### src/rtl/opcode_flag_decoder.sv
// opcode_flag_decoder
// Captures the fetched instruction into the instruction register during FETCH
// ({s2,s1,s0} == 3'b000). It also registers a one-hot instruction-class decode
// that the state manager consumes. The flags stay stable for the whole
// instruction. A sticky flag records illegal opcodes, and a counter tracks
// loaded instructions.
//
// Ports:
//   clk          system clock, rising-edge active
//   reset        synchronous active-high reset
//   s2, s1, s0   current state bits from the state manager
//   instr_in     instruction word from instruction memory
//   instr_valid  instr_in valid this cycle
//   ir           instruction register
//   alu, ld, st, push, pop, jump, be  registered one-hot class flags
//   illegal      sticky illegal-opcode indicator
//   fetch_count  number of instructions loaded (wraps silently)
module opcode_flag_decoder #(
  parameter int unsigned INSTR_W = 18,
  parameter int unsigned OP_W    = 4,
  parameter int unsigned OP_LSB  = 14,
  parameter int unsigned CNT_W   = 16
) (
  input  logic               clk,
  input  logic               reset,
  input  logic               s2,
  input  logic               s1,
  input  logic               s0,
  input  logic [INSTR_W-1:0] instr_in,
  input  logic               instr_valid,
  output logic [INSTR_W-1:0] ir,
  output logic               alu,
  output logic               ld,
  output logic               st,
  output logic               push,
  output logic               pop,
  output logic               jump,
  output logic               be,
  output logic               illegal,
  output logic [CNT_W-1:0]   fetch_count
);

  // Flag vector order: {alu, ld, st, push, pop, jump, be}
  logic [6:0]      flags_q;
  logic [6:0]      dec_flags;
  logic            dec_illegal;
  logic [OP_W-1:0] opcode;
  logic            fetch;

  assign fetch  = ({s2, s1, s0} == 3'b000);
  assign opcode = instr_in[OP_LSB +: OP_W];

  always_comb begin
    dec_flags   = 7'b0;
    dec_illegal = 1'b0;
    case (opcode)
      4'h0, 4'h1, 4'h2,
      4'h3, 4'h4, 4'h5: dec_flags = 7'b1000000;
      4'h6:             dec_flags = 7'b0100000;
      4'h7:             dec_flags = 7'b0010000;
      4'h8:             dec_flags = 7'b0001000;
      4'h9:             dec_flags = 7'b0000100;
      4'hA:             dec_flags = 7'b0000010;
      4'hB:             dec_flags = 7'b0000001;
      default:          dec_illegal = 1'b1;
    endcase
  end

  always_ff @(posedge clk) begin
    if (reset) begin
      ir          <= '0;
      flags_q     <= '0;
      illegal     <= 1'b0;
      fetch_count <= '0;
    end else if (fetch) begin
      if (instr_valid) begin
        ir          <= instr_in;
        flags_q     <= dec_flags;
        fetch_count <= fetch_count + 1'b1;
        if (dec_illegal) begin
          illegal <= 1'b1;
        end
      end else begin
        // A bubble clears every flag, so the state manager loops back to FETCH.
        flags_q <= '0;
      end
    end
    // Non-FETCH states hold everything, so flags stay stable mid-instruction.
  end

  assign {alu, ld, st, push, pop, jump, be} = flags_q;

endmodule
### config.mk
export PLATFORM = sky130hd
export DESIGN_NAME = opcode_flag_decoder
export DESIGN_NICKNAME = d
export VERILOG_FILES = /design/src/rtl/opcode_flag_decoder.sv
export SDC_FILE = /design/constraint.sdc
export NUM_CORES = 1
export LEC_CHECK = 0
export CAP_MARGIN = 20
export CORE_MARGIN = 1.5
export CORE_UTILIZATION = 40
export DETAILED_ROUTE_END_ITERATION = 8
export GPL_ROUTABILITY_DRIVEN = 0
export PLACE_DENSITY = 0.81
export SYNTH_ARGS = -nofsm -noshare
export SYNTH_HDL_FRONTEND = slang
export SYNTH_SLANG_ARGS = --single-unit
### constraint.sdc
create_clock -name clk -period 2.4 [get_ports clk]
set_clock_uncertainty 0.2 [all_clocks]
set_input_delay 0.36 -clock clk [delete_from_list [all_inputs] [get_ports clk]]
set_output_delay 0.36 -clock clk [all_outputs]
set_load 0.01 [all_outputs]
# Word level (Yosys, flattened, before mapping)
# Index checks and enable logic that the tools add are counted.
# totals
regBits,42
input_bits,24
out_inout_bits,42
# op_classes
addsub,1
eq_ne,11
mux,2
bitwise_logic,1
n_reduce_logical,6
# op_table
op,count
$pmux 7 s7,1
$add 16x1->16 const B,1
$eq 4x3->1 const B,4
$eq 4x4->1 const B,4
$reduce_or 12->1,1
$eq 4x2->1 const B,2
$mux 7,1
$reduce_or 6->1,1
$eq 4x1->1 const B,1
$logic_not 4->1,1
$logic_not 3->1,1
$reduce_and 3->1,1
$reduce_and 2->1,1
$not 1->1,1

# Logic depth before layout (Yosys ltp)
# Gate-level depths: netlist of the first run.
# depth
depth_word,4
mapped_depth,6

# Least setup slack after synthesis of the first run
# No wires, ideal clock.
# synth_path
path_type,input port to flip-flop
startpoint,input s1
endpoint,register fetch_count[13]
setup_time_ns,0.070
t_arrival_ns,1.992
required_time_ns,2.130
slack_ns,0.138
path_stages,6
path_buffers,2
cell_sequence,or4b_1 -> buf_2 -> or2_1 -> buf_6 -> or4_1 -> a21oi_1
# synth_via
elab_chain_len,2
# synth_rtl
item,line_no,rtl
"start, declared",27,"input logic s1,"
$logic_not 3->1,50,"assign fetch = ({s2, s1, s0} == 3'b000);"
$reduce_and 2->1 (no source line),n/a,
"end signal, assigned",79,fetch_count <= fetch_count + 1'b1;
"end, declared",40,output logic [CNT_W-1:0] fetch_count
# No other way between the ends.
# A chain may end at the register's enable or synchronous reset.

# Worst setup path in the final report of the first run
# Ends and elaborated chain as after synthesis.

==> results of run 1 <==
==> tightest hold or removal path, stage by stage, from the launching register on <==
cell and delay [ns]:
dfxtp_1 0.31, nand2_1 0.05, a21oi_1 0.05
==> worst paths after layout <==
kind	startpoint	cells after the start	slack, ns	end
worst min-delay path	flags_q[3]	2	0.25	flags_q[3]
worst max-delay path	s1	5	0.12	fetch_count[13]
worst max register to register	fetch_count[3]	4	0.41	fetch_count[13]
worst min register to register	flags_q[3]	2	0.25	flags_q[3]
==> placed cells by master (no fill, tap or decap), types with 4 or more instances in the layout <==
master	Yosys	routed
a21oi_1	30	30
buf_4	0	14
clkbuf_8	0	8
clkdlybuf4s50_1	0	65
dfxtp_1	42	42
inv_1	4	4
nand2_1	47	47
nand3_1	5	5
nand4_1	4	4
nor2_1	14	14
xnor2_1	6	6
==> layout make-up <==
| cell class | instances | area share |
|---|---|---|
| flip-flops and latches | 42 | 0.324 |
| multi-input cells | 143 | 0.305 |
| repair buffers | 80 | 0.299 |
| clock buffers | 8 | 0.0424 |
| well taps | 50 | 0.0241 |
| inverters | 4 | 0.00579 |
==> sequential cells by signal, indices dropped and copies added (netlist names) <==
register,cells
fetch_count,16
flags_q,7
ir,18
illegal,1
==> layer usage <==
| metal | up-vias | GRT usage | wire [um] |
|---|---|---|---|
| met5 | - | 0 | 0 |
| met4 | 0 | 0.100 | 73 |
| met3 | 7 | 0.0550 | 234 |
| met2 | 45 | 0.324 | 1960 |
| met1 | 752 | 0.245 | 1850 |
| li1 | 831 | - | - |
==> kinds of logic (layout without fill, tap and decap cells) <==
group | Yosys count | after routing
buf+inv | 16 | 92
mux | 1 | 1
compound gates | 38 | 38
fa+ha+maj | 1 | 1
flops | 42 | 42
xor+xnor | 9 | 9
simple gates | 94 | 94
==> through the flow <==
| step | setup slack, ns | hold WS [ns] | total power, mW | utilization |
|---|---|---|---|---|
| floorplan | 0.138 | 0.276 | 0.760 | - |
| global placement | -0.213 | 0.240 | 0.838 | 0.614 |
| CTS | 0.0628 | 0.257 | 1.36 | 0.641 |
| global route | 0.0439 | 0.281 | 1.41 | 0.644 |
| finish | 0.123 | 0.254 | 1.35 | 0.644 |
| detailed placement | -0.236 | 0.247 | 0.840 | 0.614 |
==> power breakdown <==
group	internal, mW	leakage, nW	switching (mW)	total [mW]
sequential	0.704	0.339	0.00449	0.709
clock	0.290	0.0575	0.238	0.528
combinational	0.0674	0.488	0.0485	0.116
total	1.06	0.885	0.291	1.35
==> run_results.csv, run 1 <==
group,metric,value,unit
place,placedCellCount,319,
yosys,synth_compound_area_frac,0.124,
timing,setup_violations,0,
route,wirelength,4120,um
yosys,yosysMostFrequentCell,"nand2_1",
cells_and_area,fillers,344,
timing,min_period_over_period,0.949,
cells_and_area,n_antenna_cell,0,
cts,ctsResizeCount,0,
route,drt-wirelength-per-cell,12.6,um
cts,clk_path_buf_depth,2,
die,dieArea,0.00460,mm^2
die,core,0.00403,mm^2
cells_and_area,register_area,841,um^2
timing,finalHoldViolations,0,
yosys,yosys.area_share.simple,0.273,
route,initialDrtViolationCount,94,
cells_and_area,syn_to_final_growth,54.5,%
pwr,p_leak,0.885,nW
yosys,async_reset_ff_frac,0,
timing,fmax,439,MHz
place,dpl_cell_area,0.00247,mm^2
grt,grt_overflow,0,
critical_path,cp_slowest_cell,"or4b_4",
grt,grt_max_degree,25,
yosys,ys_ff_latch,42,
cts,cts.reportedPaths.clkPinSlew,0.08,ns
yosys,synth_top_family_by_area,"simple AND/OR/NAND/NOR gates",
cts,cts_hold_buf,0,
critical_path,endpoint_kind,"register",
timing,tightest_slew,0.400,ns
die,die_y,67.8,um
yosys,synth_flop_cell,"dfxtp_1",
place,portBuffers,65,
yosys,synth_fa_ha_area_frac,0.00745,
yosys,synthCells,201,
grt,grt_usage,0.201,
grt,antenna_found_initial,0,
critical_path,critPathRequiredTime,2.43,ns
flow_run,max-cap-violations,0,
die,initial_core_util,0.417,
yosys,synth_common_cells,"47 x nand2_1, 42 x dfxtp_1, 30 x a21oi_1",
yosys,syn_nets,226,
cells_and_area,finalNonFillerCells,327,
cts,cts_tree,"yes",
hold_path,hp-class,"register to register",
yosys,synth_area_leaders,"dfxtp_1 50%, nand2_1 11%, a21oi_1 8.9%",
route,avgViaCountPerCell,5.00,
cts,cts-root-buf,"clkbuf_8",
cells_and_area,nNetsFinal,301,
cts,clkLatencyLatePin,0.29,ns
pwr,vdd_drop_max,0.364,mV
cts,htree_levels,2,
route,drtAntennaViolNets,0,
cts,cts_buffers,5,
cells_and_area,layout-drive-gt1-share,0.101,
timing,period_minus_slack,2.28,ns
critical_path,worstSetupPathType,"input port to register",
critical_path,cp-start-kind,"input port",
critical_path,critPathBufInv,1,
yosys,synth_mux_area_frac,0.00671,
cells_and_area,multiInputGateArea,791,um^2
route,first_pass_iters,4,
route,drc_errors,0,
yosys,syn_area,0.00168,mm^2
timing,max_slew_margin,0.732,
cells_and_area,final_cell_area,0.00259,mm^2
critical_path,critical_path.max_fanout,5,
timing,drv_slew,0,
critical_path,path_delay_family,"simple AND/OR/NAND/NOR gates",
cts,clock_sinks,42,
grt,grt_pass1_wl,6930,um
yosys,syn_avg_cell_area,8.35,um^2
yosys,synth_xor_area_frac,0.0469,
grt,grt_pass1_vias,1564,
critical_path,critPathMaxStageDelay,0.57,ns
die,die_w,67.8,um
cts,post_cts_buffers,0,
yosys,ys_types,33,
pwr,powerDensity,521,mW/mm^2
outcome,status,"finished clean",
die,rows,23,
die,ioPinCount,66,
yosys,synth_warnings,0,
yosys,yosysSeqAreaShare,0.501,
route,num_vias,1635,
critical_path,worst_ep_arrival_time,2.31,ns
timing,fin_setup_tns,0,ns
place,dp_hpwl,2950,um
critical_path,cp_cell_sequence,"clkdlybuf4s50_1 > or4b_4 > or2_1 > or4_1 > a21oi_1",
yosys,synth-edff-count,0,
yosys,synth_top_cell_by_area,"dfxtp_1",
yosys,post-synth-top-area-fraction,0.501,
timing,rsz0062_at_grt,"no",
Note: power is estimated with default switching activity, not from simulation.
==> run 2, diff against run 1 <==
--- a/config.mk
+++ b/config.mk
@@ -5,12 +5,11 @@
 export SDC_FILE = /design/constraint.sdc
 export NUM_CORES = 1
 export LEC_CHECK = 0
-export CAP_MARGIN = 20
 export CORE_MARGIN = 1.5
 export CORE_UTILIZATION = 40
 export DETAILED_ROUTE_END_ITERATION = 8
 export GPL_ROUTABILITY_DRIVEN = 0
-export PLACE_DENSITY = 0.81
+export PLACE_DENSITY_LB_ADDON = 0.08
 export SYNTH_ARGS = -nofsm -noshare
 export SYNTH_HDL_FRONTEND = slang
 export SYNTH_SLANG_ARGS = --single-unit
==> run 2 against run 1 <==
  * Highest routed layer unchanged
  * Worst hold slack hardly changed
  * Sequential power barely moved
  * Power grew 0.43%
  * Fmax shrank 0.19%
  * Global-route usage fell by 2.5 points
==> run_results.csv, run 2 (synthesized netlist as in run 1, its figures left out) <==
group,metric,value,unit
cells_and_area,fillers,368,
cts,clock_sinks,42,
pwr,vdd_drop_max,0.336,mV
cells_and_area,final_cell_area,0.00257,mm^2
route,drtAntennaViolNets,0,
cells_and_area,layout_common_cells,"65 x clkdlybuf4s50_1, 47 x nand2_1, 42 x dfxtp_1, 30 x a21oi_1, 15 x buf_4",
grt,grt_usage,0.176,
cts,cts_buffers,5,
timing,period_minus_slack,2.28,ns
cts,clkLatencyLatePin,0.28,ns
flow_run,max-cap-violations,0,
place,dpl_cell_area,0.00246,mm^2
critical_path,worstSetupPathType,"input port to register",
place,portBuffers,65,
timing,drv_slew,0,
timing,min_period_over_period,0.951,
route,wirelength,3920,um
cts,cts-root-buf,"clkbuf_8",
route,initialDrtViolationCount,84,
grt,grt_pass1_wl,6270,um
hold_path,hp-class,"register to register",
critical_path,cp-start-kind,"input port",
cts,htree_levels,2,
die,dieArea,0.00460,mm^2
pwr,p_total,1.36,mW
grt,grt_overflow,0,
critical_path,critPathRequiredTime,2.42,ns
cells_and_area,largestRegisters,"ir: 18 flops, fetch_count: 16 flops, flags_q: 7 flops",
timing,setup_violations,0,
timing,finalHoldViolations,0,
cts,clk_path_buf_depth,2,
route,drt-wirelength-per-cell,12.0,um
cells_and_area,syn_to_final_growth,53.4,%
cells_and_area,top_register,"ir",
pwr,p_leak,0.870,nW
route,first_pass_iters,4,
cells_and_area,nNetsFinal,301,
cells_and_area,finalNonFillerCells,327,
die,rows,23,
critical_path,critical_path.max_fanout,7,
timing,max_slew_margin,0.702,
critical_path,worst_ep_arrival_time,2.30,ns
cells_and_area,largest_reg_flops,18,
timing,rsz0062_at_grt,"no",
critical_path,endpoint_kind,"register",
pwr,powerDensity,528,mW/mm^2
route,avgViaCountPerCell,4.91,
die,initial_core_util,0.417,
grt,antenna_found_initial,0,
cells_and_area,n_antenna_cell,0,
timing,whs,0.254,ns
outcome,status,"finished clean",
timing,tightest_slew,0.446,ns
die,ioPinCount,66,
cts,cts_tree,"yes",
timing,fmax,438,MHz
die,die_y,67.8,um
cts,cts.reportedPaths.clkPinSlew,0.08,ns
route,num_vias,1604,
grt,grt_pass1_vias,1377,
timing,fin_setup_tns,0,ns
route,drc_errors,0,
place,dp_hpwl,2810,um
cts,post_cts_buffers,0,
cells_and_area,layout-drive-gt1-share,0.105,
cells_and_area,layout_commonest_cell,"clkdlybuf4s50_1",
grt,grt_max_degree,22,
place,placedCellCount,319,
die,die_w,67.8,um
die,core,0.00403,mm^2
run 2: cell types whose count changed in the layout (fill, tap and decap cells not counted):
cell,delta
or2_4,+1
clkbuf_8,-3
buf_4,+1
or2_1,-1
bufinv_16,+1
buf_12,-1
nor4_4,-1
nor4_2,+1
clkinv_2,+2
run 2: worst max-delay path, cell delays in order:
cell and delay [ns]:
clkdlybuf4s50_1 0.42, or4b_4 0.58, or2_4 0.30, or4_1 0.50, a21oi_1 0.14
run 2: power by group:
group | internal [mW] | switching [mW] | total, mW
Combinational | 0.0663 | 0.0474 | 0.114
Clock | 0.306 | 0.230 | 0.537
Sequential | 0.704 | 0.00433 | 0.708
run 2: worst paths after layout:
| kind | cells past startpoint | start | slack (ns) | end |
|---|---|---|---|---|
| max | 5 | s1 | 0.12 | fetch_count[13] |
| min | 2 | ir[5] | 0.25 | ir[5] |
| max reg2reg | 4 | fetch_count[4] | 0.52 | fetch_count[13] |
| min reg2reg | 2 | ir[5] | 0.25 | ir[5] |
run 2: repair_timing:
action,in CTS,in global routing
gates resized for setup,0,2
hold buffers,0,0
setup endpoints to repair,0,4
run 2: metrics by stage:
stage / setup slack (ns) / util
after floorplan: 0.138 / -
after global placement: -0.252 / 0.611
after detailed placement: -0.260 / 0.611
after CTS: 0.0363 / 0.638
after global routing: 0.0390 / 0.639
final: 0.118 / 0.639
run 2: final cells by class:
cell class | instances | area [um^2] | area share
tap | 50 | 62.6 | 0.0243
multi-input combinational | 143 | 785 | 0.305
clock inverter | 3 | 40.0 | 0.0155
inverter | 4 | 15.0 | 0.00583
timing repair buffer | 80 | 763 | 0.296
clock buffer | 5 | 68.8 | 0.0267
sequential | 42 | 841 | 0.327
run 2: per-layer routing:
metal	routed length, um	share of wire	global-route usage
met1	1890	0.48	0.239
met2	1810	0.46	0.272
met3	194	0.049	0.0483
met4	25	0.0064	0.0525
met5	0	0	0
